## src/rtl/pipelined_cs_adder_pkg.sv

```systemverilog
// Shared definitions for the pipelined carry-select adder.
//   DefWidth / DefBlock : default operand width and carry-select block width
//   MaxWidth            : widest operand the result struct can carry
//   ErrCountWidth       : width of the optional self-check error counter
//   result_t            : registered result beat (sum, c_out, ovf)
//   sat_inc             : saturating increment for the error counter
package adder_pkg;

  localparam int unsigned DefWidth      = 16;
  localparam int unsigned DefBlock      = 4;
  localparam int unsigned MaxWidth      = 64;
  localparam int unsigned ErrCountWidth = 8;

  // sum is sized for MaxWidth; instances use the low WIDTH bits, the rest stay zero.
  typedef struct packed {
    logic [MaxWidth-1:0] sum;
    logic                c_out;
    logic                ovf;
  } result_t;

  function automatic logic [ErrCountWidth-1:0] sat_inc(input logic [ErrCountWidth-1:0] v);
    return (&v) ? v : v + 1'b1;
  endfunction

endpackage

```

## src/rtl/pipelined_cs_adder_if.sv

```systemverilog
// Operand/result handshake bundle for pipelined_cs_adder.
//   master : upstream producer + downstream consumer side (drives operands, out_ready)
//   slave  : the adder (drives in_ready, out_valid, sum, c_out, ovf)
interface pipelined_cs_adder_if #(
  parameter int unsigned WIDTH = adder_pkg::DefWidth
);
  logic             in_valid;
  logic             in_ready;
  logic [WIDTH-1:0] a;
  logic [WIDTH-1:0] b;
  logic             c_in;
  logic             sub;
  logic             out_valid;
  logic             out_ready;
  logic [WIDTH-1:0] sum;
  logic             c_out;
  logic             ovf;

  modport master (
    output in_valid, a, b, c_in, sub, out_ready,
    input  in_ready, out_valid, sum, c_out, ovf
  );

  modport slave (
    input  in_valid, a, b, c_in, sub, out_ready,
    output in_ready, out_valid, sum, c_out, ovf
  );
endinterface

```

## src/rtl/pipelined_cs_adder_cs_block.sv

```systemverilog
// One carry-select slice: two BLOCK-bit ripple adders (carry-in 0 and 1) and a
// select mux driven by the incoming carry.
//   a, b  : slice operands
//   c_in  : carry from the slice below (selects the precomputed result)
//   sum   : slice sum
//   c_out : carry to the slice above
module cs_block #(
  parameter int unsigned BLOCK = 4
) (
  input  logic [BLOCK-1:0] a,
  input  logic [BLOCK-1:0] b,
  input  logic             c_in,
  output logic [BLOCK-1:0] sum,
  output logic             c_out
);

  logic [BLOCK-1:0] sum0, sum1;
  logic             cout0, cout1;

  always_comb begin
    logic c0, c1;
    c0   = 1'b0;
    c1   = 1'b1;
    sum0 = '0;
    sum1 = '0;
    for (int i = 0; i < int'(BLOCK); i++) begin
      sum0[i] = a[i] ^ b[i] ^ c0;
      c0      = (a[i] & b[i]) | (c0 & (a[i] ^ b[i]));
      sum1[i] = a[i] ^ b[i] ^ c1;
      c1      = (a[i] & b[i]) | (c1 & (a[i] ^ b[i]));
    end
    cout0 = c0;
    cout1 = c1;
  end

  assign sum   = c_in ? sum1 : sum0;
  assign c_out = c_in ? cout1 : cout0;

endmodule

```

## src/rtl/pipelined_cs_adder.sv

```systemverilog
// Two-stage valid/ready pipelined carry-select adder.
//   S1 captures operands; the carry-select adder sits between S1 and S2; S2 holds
//   the result until the consumer takes it.
// Ports:
//   clk   : clock, all state updates on posedge
//   rst_n : synchronous active-low reset
//   bus   : pipelined_cs_adder_if.slave (in_valid/in_ready/a/b/c_in/sub,
//           out_valid/out_ready/sum/c_out/ovf)
// Optional feature (macro ADDER_SELF_CHECK_EN):
//   err       : sticky flag, set when a delivered result disagrees with a plain add
//   err_count : saturating count of such mismatches
module pipelined_cs_adder
  import adder_pkg::*;
#(
  parameter int unsigned WIDTH = DefWidth,
  parameter int unsigned BLOCK = DefBlock
) (
  input  logic                     clk,
  input  logic                     rst_n,
  pipelined_cs_adder_if.slave      bus
`ifdef ADDER_SELF_CHECK_EN
  ,
  output logic                     err,
  output logic [ErrCountWidth-1:0] err_count
`endif
);

  localparam int unsigned NumBlocks = WIDTH / BLOCK;

  // Stage 1: raw operands
  logic             s1_valid_q;
  logic [WIDTH-1:0] s1_a_q, s1_b_q;
  logic             s1_c_in_q, s1_sub_q;

  // Stage 2: result
  logic             s2_valid_q;
  result_t          s2_res_q, s2_res_d;

  logic s2_adv, in_ready_int;

  // S2 can take a new beat when empty or draining; S1 can then always advance.
  assign s2_adv       = !s2_valid_q || bus.out_ready;
  assign in_ready_int = !s1_valid_q || s2_adv;
  assign bus.in_ready = rst_n && in_ready_int;

  // Subtract: invert b and force carry-in to 1.
  logic [WIDTH-1:0] op_b, add_sum;
  logic             op_c, add_cout;

  assign op_b = s1_sub_q ? ~s1_b_q : s1_b_q;
  assign op_c = s1_sub_q | s1_c_in_q;

  for (genvar g = 0; g < int'(NumBlocks); g++) begin : gen_blk
    logic blk_cin, blk_cout;
    if (g == 0) begin : gen_first
      assign blk_cin = op_c;
    end else begin : gen_rest
      assign blk_cin = gen_blk[g-1].blk_cout;
    end
    cs_block #(
      .BLOCK (BLOCK)
    ) u_cs_block (
      .a     (s1_a_q[g*BLOCK +: BLOCK]),
      .b     (op_b[g*BLOCK +: BLOCK]),
      .c_in  (blk_cin),
      .sum   (add_sum[g*BLOCK +: BLOCK]),
      .c_out (blk_cout)
    );
  end

  assign add_cout = gen_blk[NumBlocks-1].blk_cout;

  always_comb begin
    s2_res_d                = '0;
    s2_res_d.sum[WIDTH-1:0] = add_sum;
    s2_res_d.c_out          = add_cout;
    // Carry into the MSB is recovered from the MSB sum bit.
    s2_res_d.ovf = add_cout ^ (s1_a_q[WIDTH-1] ^ op_b[WIDTH-1] ^ add_sum[WIDTH-1]);
  end

  always_ff @(posedge clk) begin
    if (!rst_n) begin
      s1_valid_q <= 1'b0;
      s1_a_q     <= '0;
      s1_b_q     <= '0;
      s1_c_in_q  <= 1'b0;
      s1_sub_q   <= 1'b0;
      s2_valid_q <= 1'b0;
      s2_res_q   <= '0;
    end else begin
      if (in_ready_int) begin
        s1_valid_q <= bus.in_valid;
        if (bus.in_valid) begin
          s1_a_q    <= bus.a;
          s1_b_q    <= bus.b;
          s1_c_in_q <= bus.c_in;
          s1_sub_q  <= bus.sub;
        end
      end
      if (s2_adv) begin
        s2_valid_q <= s1_valid_q;
        if (s1_valid_q) begin
          s2_res_q <= s2_res_d;
        end
      end
    end
  end

  assign bus.out_valid = s2_valid_q;
  assign bus.sum       = s2_res_q.sum[WIDTH-1:0];
  assign bus.c_out     = s2_res_q.c_out;
  assign bus.ovf       = s2_res_q.ovf;

  if (WIDTH < MaxWidth) begin : gen_unused_hi
    logic unused_sum_hi;
    assign unused_sum_hi = ^s2_res_q.sum[MaxWidth-1:WIDTH];
  end

`ifdef ADDER_SELF_CHECK_EN
  // Operands travel alongside the result so the delivered beat can be re-added.
  logic [WIDTH-1:0]         s2_a_q, s2_b_q;
  logic                     s2_c_in_q, s2_sub_q;
  logic [WIDTH:0]           chk_full;
  logic [WIDTH-1:0]         chk_b;
  logic                     chk_ovf, chk_mismatch;
  logic                     err_q;
  logic [ErrCountWidth-1:0] err_count_q;

  always_comb begin
    chk_b    = s2_sub_q ? ~s2_b_q : s2_b_q;
    chk_full = {1'b0, s2_a_q} + {1'b0, chk_b} + {{WIDTH{1'b0}}, s2_sub_q | s2_c_in_q};
    chk_ovf  = (s2_a_q[WIDTH-1] == chk_b[WIDTH-1]) && (chk_full[WIDTH-1] != s2_a_q[WIDTH-1]);
    chk_mismatch = (chk_full != {s2_res_q.c_out, s2_res_q.sum[WIDTH-1:0]}) ||
                   (chk_ovf != s2_res_q.ovf);
  end

  always_ff @(posedge clk) begin
    if (!rst_n) begin
      s2_a_q      <= '0;
      s2_b_q      <= '0;
      s2_c_in_q   <= 1'b0;
      s2_sub_q    <= 1'b0;
      err_q       <= 1'b0;
      err_count_q <= '0;
    end else begin
      if (s2_adv && s1_valid_q) begin
        s2_a_q    <= s1_a_q;
        s2_b_q    <= s1_b_q;
        s2_c_in_q <= s1_c_in_q;
        s2_sub_q  <= s1_sub_q;
      end
      if (s2_valid_q && bus.out_ready && chk_mismatch) begin
        err_q       <= 1'b1;
        err_count_q <= sat_inc(err_count_q);
      end
    end
  end

  assign err       = err_q;
  assign err_count = err_count_q;
`endif

endmodule

```

## src/flat_wrapper.sv

```systemverilog
// flat-port wrapper written by rule: the top's interface ports become plain ports
module pipelined_cs_adder_flat import adder_pkg::*;
#(
  parameter int unsigned WIDTH = DefWidth,
  parameter int unsigned BLOCK = DefBlock
)
  (clk, rst_n, bus_in_valid, bus_a, bus_b, bus_c_in, bus_sub, bus_out_ready, bus_in_ready, bus_out_valid, bus_sum, bus_c_out, bus_ovf);
  pipelined_cs_adder_if #(.WIDTH(WIDTH)) bus_i ();
  input  logic clk;
  input  logic rst_n;
  input wire logic [$bits(bus_i.in_valid)-1:0] bus_in_valid;
  input wire logic [$bits(bus_i.a)-1:0] bus_a;
  input wire logic [$bits(bus_i.b)-1:0] bus_b;
  input wire logic [$bits(bus_i.c_in)-1:0] bus_c_in;
  input wire logic [$bits(bus_i.sub)-1:0] bus_sub;
  input wire logic [$bits(bus_i.out_ready)-1:0] bus_out_ready;
  output wire logic [$bits(bus_i.in_ready)-1:0] bus_in_ready;
  output wire logic [$bits(bus_i.out_valid)-1:0] bus_out_valid;
  output wire logic [$bits(bus_i.sum)-1:0] bus_sum;
  output wire logic [$bits(bus_i.c_out)-1:0] bus_c_out;
  output wire logic [$bits(bus_i.ovf)-1:0] bus_ovf;
  assign bus_i.in_valid = bus_in_valid;
  assign bus_i.a = bus_a;
  assign bus_i.b = bus_b;
  assign bus_i.c_in = bus_c_in;
  assign bus_i.sub = bus_sub;
  assign bus_i.out_ready = bus_out_ready;
  assign bus_in_ready = bus_i.in_ready;
  assign bus_out_valid = bus_i.out_valid;
  assign bus_sum = bus_i.sum;
  assign bus_c_out = bus_i.c_out;
  assign bus_ovf = bus_i.ovf;
  pipelined_cs_adder #(.WIDTH(WIDTH), .BLOCK(BLOCK)) u_core (.clk(clk), .rst_n(rst_n), .bus(bus_i));
endmodule
```

## config.mk

```make
export PLATFORM = sky130hd
export DESIGN_NAME = pipelined_cs_adder_flat
export DESIGN_NICKNAME = d
export VERILOG_FILES = /design/src/rtl/pipelined_cs_adder_pkg.sv /design/src/rtl/pipelined_cs_adder_if.sv /design/src/rtl/pipelined_cs_adder_cs_block.sv /design/src/rtl/pipelined_cs_adder.sv /design/src/flat_wrapper.sv
export SDC_FILE = /design/constraint.sdc
export NUM_CORES = 1
export LEC_CHECK = 0
export BUFFER_PORTS_ARGS = -buffer_cell sky130_fd_sc_hd__buf_2
export CAP_MARGIN = 20
export CELL_PAD_IN_SITES_DETAIL_PLACEMENT = 1
export CELL_PAD_IN_SITES_GLOBAL_PLACEMENT = 2
export CORE_MARGIN = 5
export CORE_UTILIZATION = 35
export CTS_BUF_LIST = sky130_fd_sc_hd__clkbuf_8
export DETAILED_ROUTE_END_ITERATION = 10
export PLACE_DENSITY_LB_ADDON = 0.1
export SLEW_MARGIN = 20
export SYNTH_ARGS = -nofsm -noshare
export SYNTH_HDL_FRONTEND = slang
export SYNTH_SLANG_ARGS = --single-unit
export TNS_END_PERCENT = 1
```

## constraint.sdc

```tcl
create_clock -name clk -period 8.6 [get_ports clk]
set_clock_uncertainty 0.15 [all_clocks]
set_input_delay 0 -clock clk [delete_from_list [all_inputs] [get_ports clk]]
set_output_delay 0 -clock clk [all_outputs]
set_load 0.01 [all_outputs]
```

* After elaboration in Yosys (flattened, before gate mapping)
Cells that the tools add are included.
** Cells by class
- Bitwise logic cells :: 116
- Mux-type cells :: 9
- Reductions and logical operators :: 7
** Operators with widths (count)
- 1-bit bitwise XOR :: 42
- 1-bit AND :: 40
- 1-bit OR :: 29
- 16-bit two-way mux :: 1
- 4-bit two-way mux :: 4
- 16-bit inverter :: 1
- 1-bit two-way mux :: 4
- 1-bit inverter :: 4
- 2-bit AND reduction :: 2
- 1-bit logical NOT :: 2
- 1-bit logical OR :: 2
- 1-bit logical AND :: 1
** Storage, ports and cells
- Output and inout port bits :: 20
- Input port bits :: 38
- Register bits :: 54
- Logic and storage cells :: 141

* Logic depth before layout (Yosys ltp)
- Depth after elaboration :: 16
- Depth in mapped cells :: 30
- Mapped depth without buffers :: 29

* By module
Synthesis repeated with hierarchy kept, for this count alone.
** Unflattened totals
- Cell total of the unflattened synthesis :: 334
- Area, all modules :: 2969.1 um^2
** By module, submodules not included
- pipelined_cs_adder :: cells an instance 258, times used 1, area an instance 2378.5 um^2, seq. area each 1081.0 um^2
- cs_block (u_core.gen_blk[0].u_cs_block ...) :: cells an instance 19, times used 3, area an instance 148.9 um^2, seq. area each 0.0 um^2
- cs_block (u_core.gen_blk[2].u_cs_block) :: cells an instance 19, times used 1, area an instance 143.9 um^2, seq. area each 0.0 um^2

* Worst setup path before layout
Ideal clock, no wire load.
- Path type :: reg2reg
- Start point :: register u_core.s1_sub_q
- End point :: register u_core.s2_res_q (netlist bit u_core.bus.sum[15])
- Arrival :: 5813 ps
- Data required time :: 8371 ps
- Period minus slack after synthesis :: 6042 ps
- Slack :: 2558 ps
- Setup time :: 79 ps
- Buffers on the path :: 1
- Stages on the path, launching flop included :: 29
- Path through :: dfxtp_1 -> buf_2 -> xor2_1 -> inv_1 -> ha_1 -> nor2_1 -> a21oi_1 -> fa_1 -> inv_1 -> fa_1 -> inv_1 -> fa_1 -> nor2_1 -> a21oi_1 -> fa_1 -> fa_1 -> inv_1 -> fa_1 -> mux2i_1 -> fa_1 -> fa_1 -> inv_1 -> fa_1 -> mux2i_1 -> fa_1 -> fa_1 -> inv_1 -> fa_1 -> a211oi_2
** On the way
- Longest elaborated chain between the ends :: 13
- Elaborated cells on any way between the ends :: 87
- Classes of those cells :: mux (5); bitwise (82)
** RTL lines
- start, declared :: line pipelined_cs_adder.sv:33 : logic s1_c_in_q, s1_sub_q;
- start signal, assigned :: line pipelined_cs_adder.sv:97 : s1_sub_q <= bus.sub;
- 16-bit two-way mux :: line pipelined_cs_adder.sv:50 : assign op_b = s1_sub_q ? ~s1_b_q : s1_b_q;
- 1-bit AND / 1-bit bitwise XOR (equally long branches) :: line pipelined_cs_adder_cs_block.sv:28, pipelined_cs_adder_cs_block.sv:30
- 1-bit OR :: line pipelined_cs_adder_cs_block.sv:30 : c1 = (a[i] & b[i]) | (c1 & (a[i] ^ b[i]));
- 1-bit AND :: line pipelined_cs_adder_cs_block.sv:30
- 1-bit OR :: line pipelined_cs_adder_cs_block.sv:30
- 1-bit AND :: line pipelined_cs_adder_cs_block.sv:30
- 1-bit OR :: line pipelined_cs_adder_cs_block.sv:30
- 1-bit AND :: line pipelined_cs_adder_cs_block.sv:30
- 1-bit OR :: line pipelined_cs_adder_cs_block.sv:30
- 1-bit two-way mux (3 in a row) :: line pipelined_cs_adder_cs_block.sv:37 : assign c_out = c_in ? cout1 : cout0;
- 4-bit two-way mux * :: line pipelined_cs_adder_cs_block.sv:36 : assign sum = c_in ? sum1 : sum0;
- end signal, assigned :: line pipelined_cs_adder.sv:103 : s2_res_q <= s2_res_d;
- end, declared :: line pipelined_cs_adder.sv:37 : result_t s2_res_q, s2_res_d;
Every way passes the cells marked *; elsewhere a longest branch is shown, timed or not.
A chain may end at the register's enable or synchronous reset.

* Worst setup path after layout
Ends and elaborated chain as after synthesis.

==> results.txt <==
Status: finished, final reports clean
Area contributors post-synth: dfxtp_1 38%, mux2i_1 13%, nand2_1 9.1%
Relative slew slack: 40.15%
Ant diodes: 0
Power share of the clock group: 29.7%
Die Y-Extent: 100.3 um
Hold Path Sink: u_core.s1_b_q[15]
CTS Buf Count: 5
First-pass DRT Iterations: 3
Layout cells sized above 1: 21.04%
Multi-input gate area: 1519 um^2
Die span in x: 100.3 um
CTS resizes: 0
Max Root-Sink Buffers: 2
EDFF count, synth: 0
Fillers: 958
Yosys warning count: 0
Post-CTS setup buffers: 0
Crit path buffers/inverters: 6
Logic pwr share: 21.8%
R2R Path End: u_core.bus.sum[15]
CTS root buf: clkbuf_8
RSZ-0062 raised after global routing: false
Number of core rows: 33
Type of the most critical hold path: in -> reg
Design area: 3610 um^2
Max Clock Freq: 0.1591 GHz
Slowest library cell on the worst path: fa_1
Area occupied by registers: 1081 um^2
CTS Sinks: 54
Max Slew Vio Count: 0
H-tree depth: 2
P_leak: 1.622 nW
# port buffers: 57
Hpwl dp: 4.778 mm
Critical-path maximum fanout: 3
Gp weighted congestion: 0.7597
Slew at the pin closest to its max-slew limit: 896.6 ps
Ys async rst share: 0%
GR Util met1: 19.88%
Startpoint Class: flip-flop
Cell area after synthesis: 2856 um^2
Layout Nets: 442
Sequential cell fraction of total power: 48.5%
I/O pin count: 58
PwrDens: 160.4 nW/um^2
Vias: 2202
Int Power: 0.4143 mW
Number of routed nets with antenna violations: 0
Core Area: 8093 um^2
Hold Crit Depth: 4
Hold Buf Count CTS: 37
Mapped Nets: 360
Met2 usage: 23.29%
Die area: 10070 um^2
Setup TNS Final: 0 ps
Setup violators final: 0
Largest net degree at the start of global routing: 72
Critical path required time: 8690 ps
Delay-heaviest family, CP: adder cells
Vias in the first global route: 2253
Hold Path Origin: rst_n
Syn avg cell area: 9.459 um^2
Met3 Usage GRT: 2.571%
First-pass GRT wire length: 11.51 mm
WHS: 213.5 ps
Final hold vios: 0
Area added between synthesis and finish: 26.37%
Clk slew on worst S/H paths: 100 ps
GRT Total Usage: 14.45%
Switching pwr: 0.1647 mW
CP Class: reg -> reg
Global route overflow: 0
WL final: 6.877 mm
Largest area contributor in the netlist: dfxtp_1
Via density per instance: 4.494
CP Capture Type: flip-flop
Clock latency on the worst-skew pair: 310 ps
#FFs+latches synth: 54
DRT iter0 DRCs: 53
CTS tree: yes
Tot Pwr: 0.5789 mW
Post-Place Worst Slack: 2350 ps
Max IR drop VDD: 0.09017 mV
Routed len/inst: 14.03 um
Final Cycle Share: 73.10%
Post-DP Area: 3129 um^2
Worst Reg-to-Reg Cells: 27
Critical Path AT: 6370 ps
Switching Fraction: 28.45%
Worst setup margin: 2313 ps
Max stage delay on crit path: 430 ps
Initial antenna violation count: 0
Top cell type's share of synthesized area: 37.84%
Max-cap viol count: 0
Sequential fraction of the synthesis area: 37.84%
Synth cell types: 26
Most used cell, CP: fa_1
Reg2Reg Setup Slack: 2310 ps
Tmin final: 6287 ps
Syn Inst Count: 302
RR Startpoint: u_core.s1_sub_q
Initial Utilization: 35.30%
Ys flop type: dfxtp_1
Top Usage Layer GRT: met2
DRC viols: 0
## cell type report
class | instances | share of cell area, %
repair buffers | 97 | 18.79
clock inverters | 3 | 1.144
inverters | 24 | 2.496
clock buffers | 5 | 1.906
flip-flops and latches | 54 | 29.95
multi-input cells | 202 | 42.08
well taps | 105 | 3.640
## placed cells by master, fill, tap and decap left out, drive strengths merged
cell,instances
a211oi,10
o21ai,7
a21oi,22
clkinvlp,1
dlygate4sd3,37
clkbuf,5
buf,60
mux2i,36
nor2,5
ha,8
fa,12
inv,25
xnor2,11
xor2,10
nand2,69
o22ai,1
a21boi,1
dfxtp,54
nand3,8
bufinv,1
nor2b,1
nand2b,1
## cells in the mapped netlist (2+ instances only)
library cell  count
nand3_1           8
o21ai_0           7
buf_4             2
buf_2             4
mux2i_1          36
dfxtp_1          54
ha_1              8
nand2_1          69
xnor2_1          11
buf_12            3
a21oi_1          21
fa_1             12
buf_6             4
xor2_1           10
inv_1            23
clkbuf_1          9
a211oi_2          9
nor2_1            4
## power by group through the flow
stage,clock network (mW),registers (mW),logic (mW)
final,0.172,0.281,0.126
after global routing,0.188,0.283,0.143
after CTS,0.180,0.281,0.128
after detailed placement,0,0.287,0.115
after global placement,0,0.286,0.113
after floorplan,0,0.285,0.0814
## worst min-delay path, stage by stage
cell	delay, ps
buf_2	100
buf_4	340
nand2_1	150
mux2i_1	50
## cell families after synthesis
| logic type | Yosys count | synth area share (%) |
|---|---|---|
| flip-flops | 54 | 37.85 |
| adder cells (fa/ha/maj) | 20 | 11.91 |
| AO/OA/AOI/OAI | 41 | 10.03 |
| buffers and inverters | 46 | 9.242 |
| XOR/XNOR | 21 | 6.439 |
| multiplexers | 36 | 12.62 |
| AND/OR/NAND/NOR | 84 | 11.91 |
## stage by stage
step,util [%],instances
detailed placement,38.67,445
floorplan,-,302
global route,44.60,490
finish,44.60,490
global placement,38.67,445
CTS,44.60,490
## worst max path at each step
stage | depth (start not counted) | endpoint | start
after floorplan | 28 | u_core.bus.sum[15] | u_core.s1_sub_q
after global placement | 29 | u_core.bus.ovf | u_core.s1_b_q[0]
after detailed placement | 27 | u_core.bus.sum[15] | u_core.s1_b_q[0]
after CTS | 27 | u_core.bus.sum[15] | u_core.s1_sub_q
after global routing | 29 | u_core.bus.ovf | u_core.s1_sub_q
final | 27 | u_core.bus.sum[15] | u_core.s1_sub_q
## state kept, by name, indices dropped and copies added, names as in the netlist
register / flops
u_core.s1_valid_q: 1
u_core.s1_sub_q: 1
u_core.s1_a_q: 16
u_core.bus.out_valid: 1
u_core.bus.ovf: 1
u_core.bus.sum: 16
u_core.s1_b_q: 16
u_core.bus.c_out: 1
u_core.s1_c_in_q: 1
## per-layer routing
metal	up-vias	wire, um
li1	1130	-
met1	1027	3388
met4	0	82
met2	37	3164
met5	-	0
met3	8	241
(Power assumes the default switching activity.)
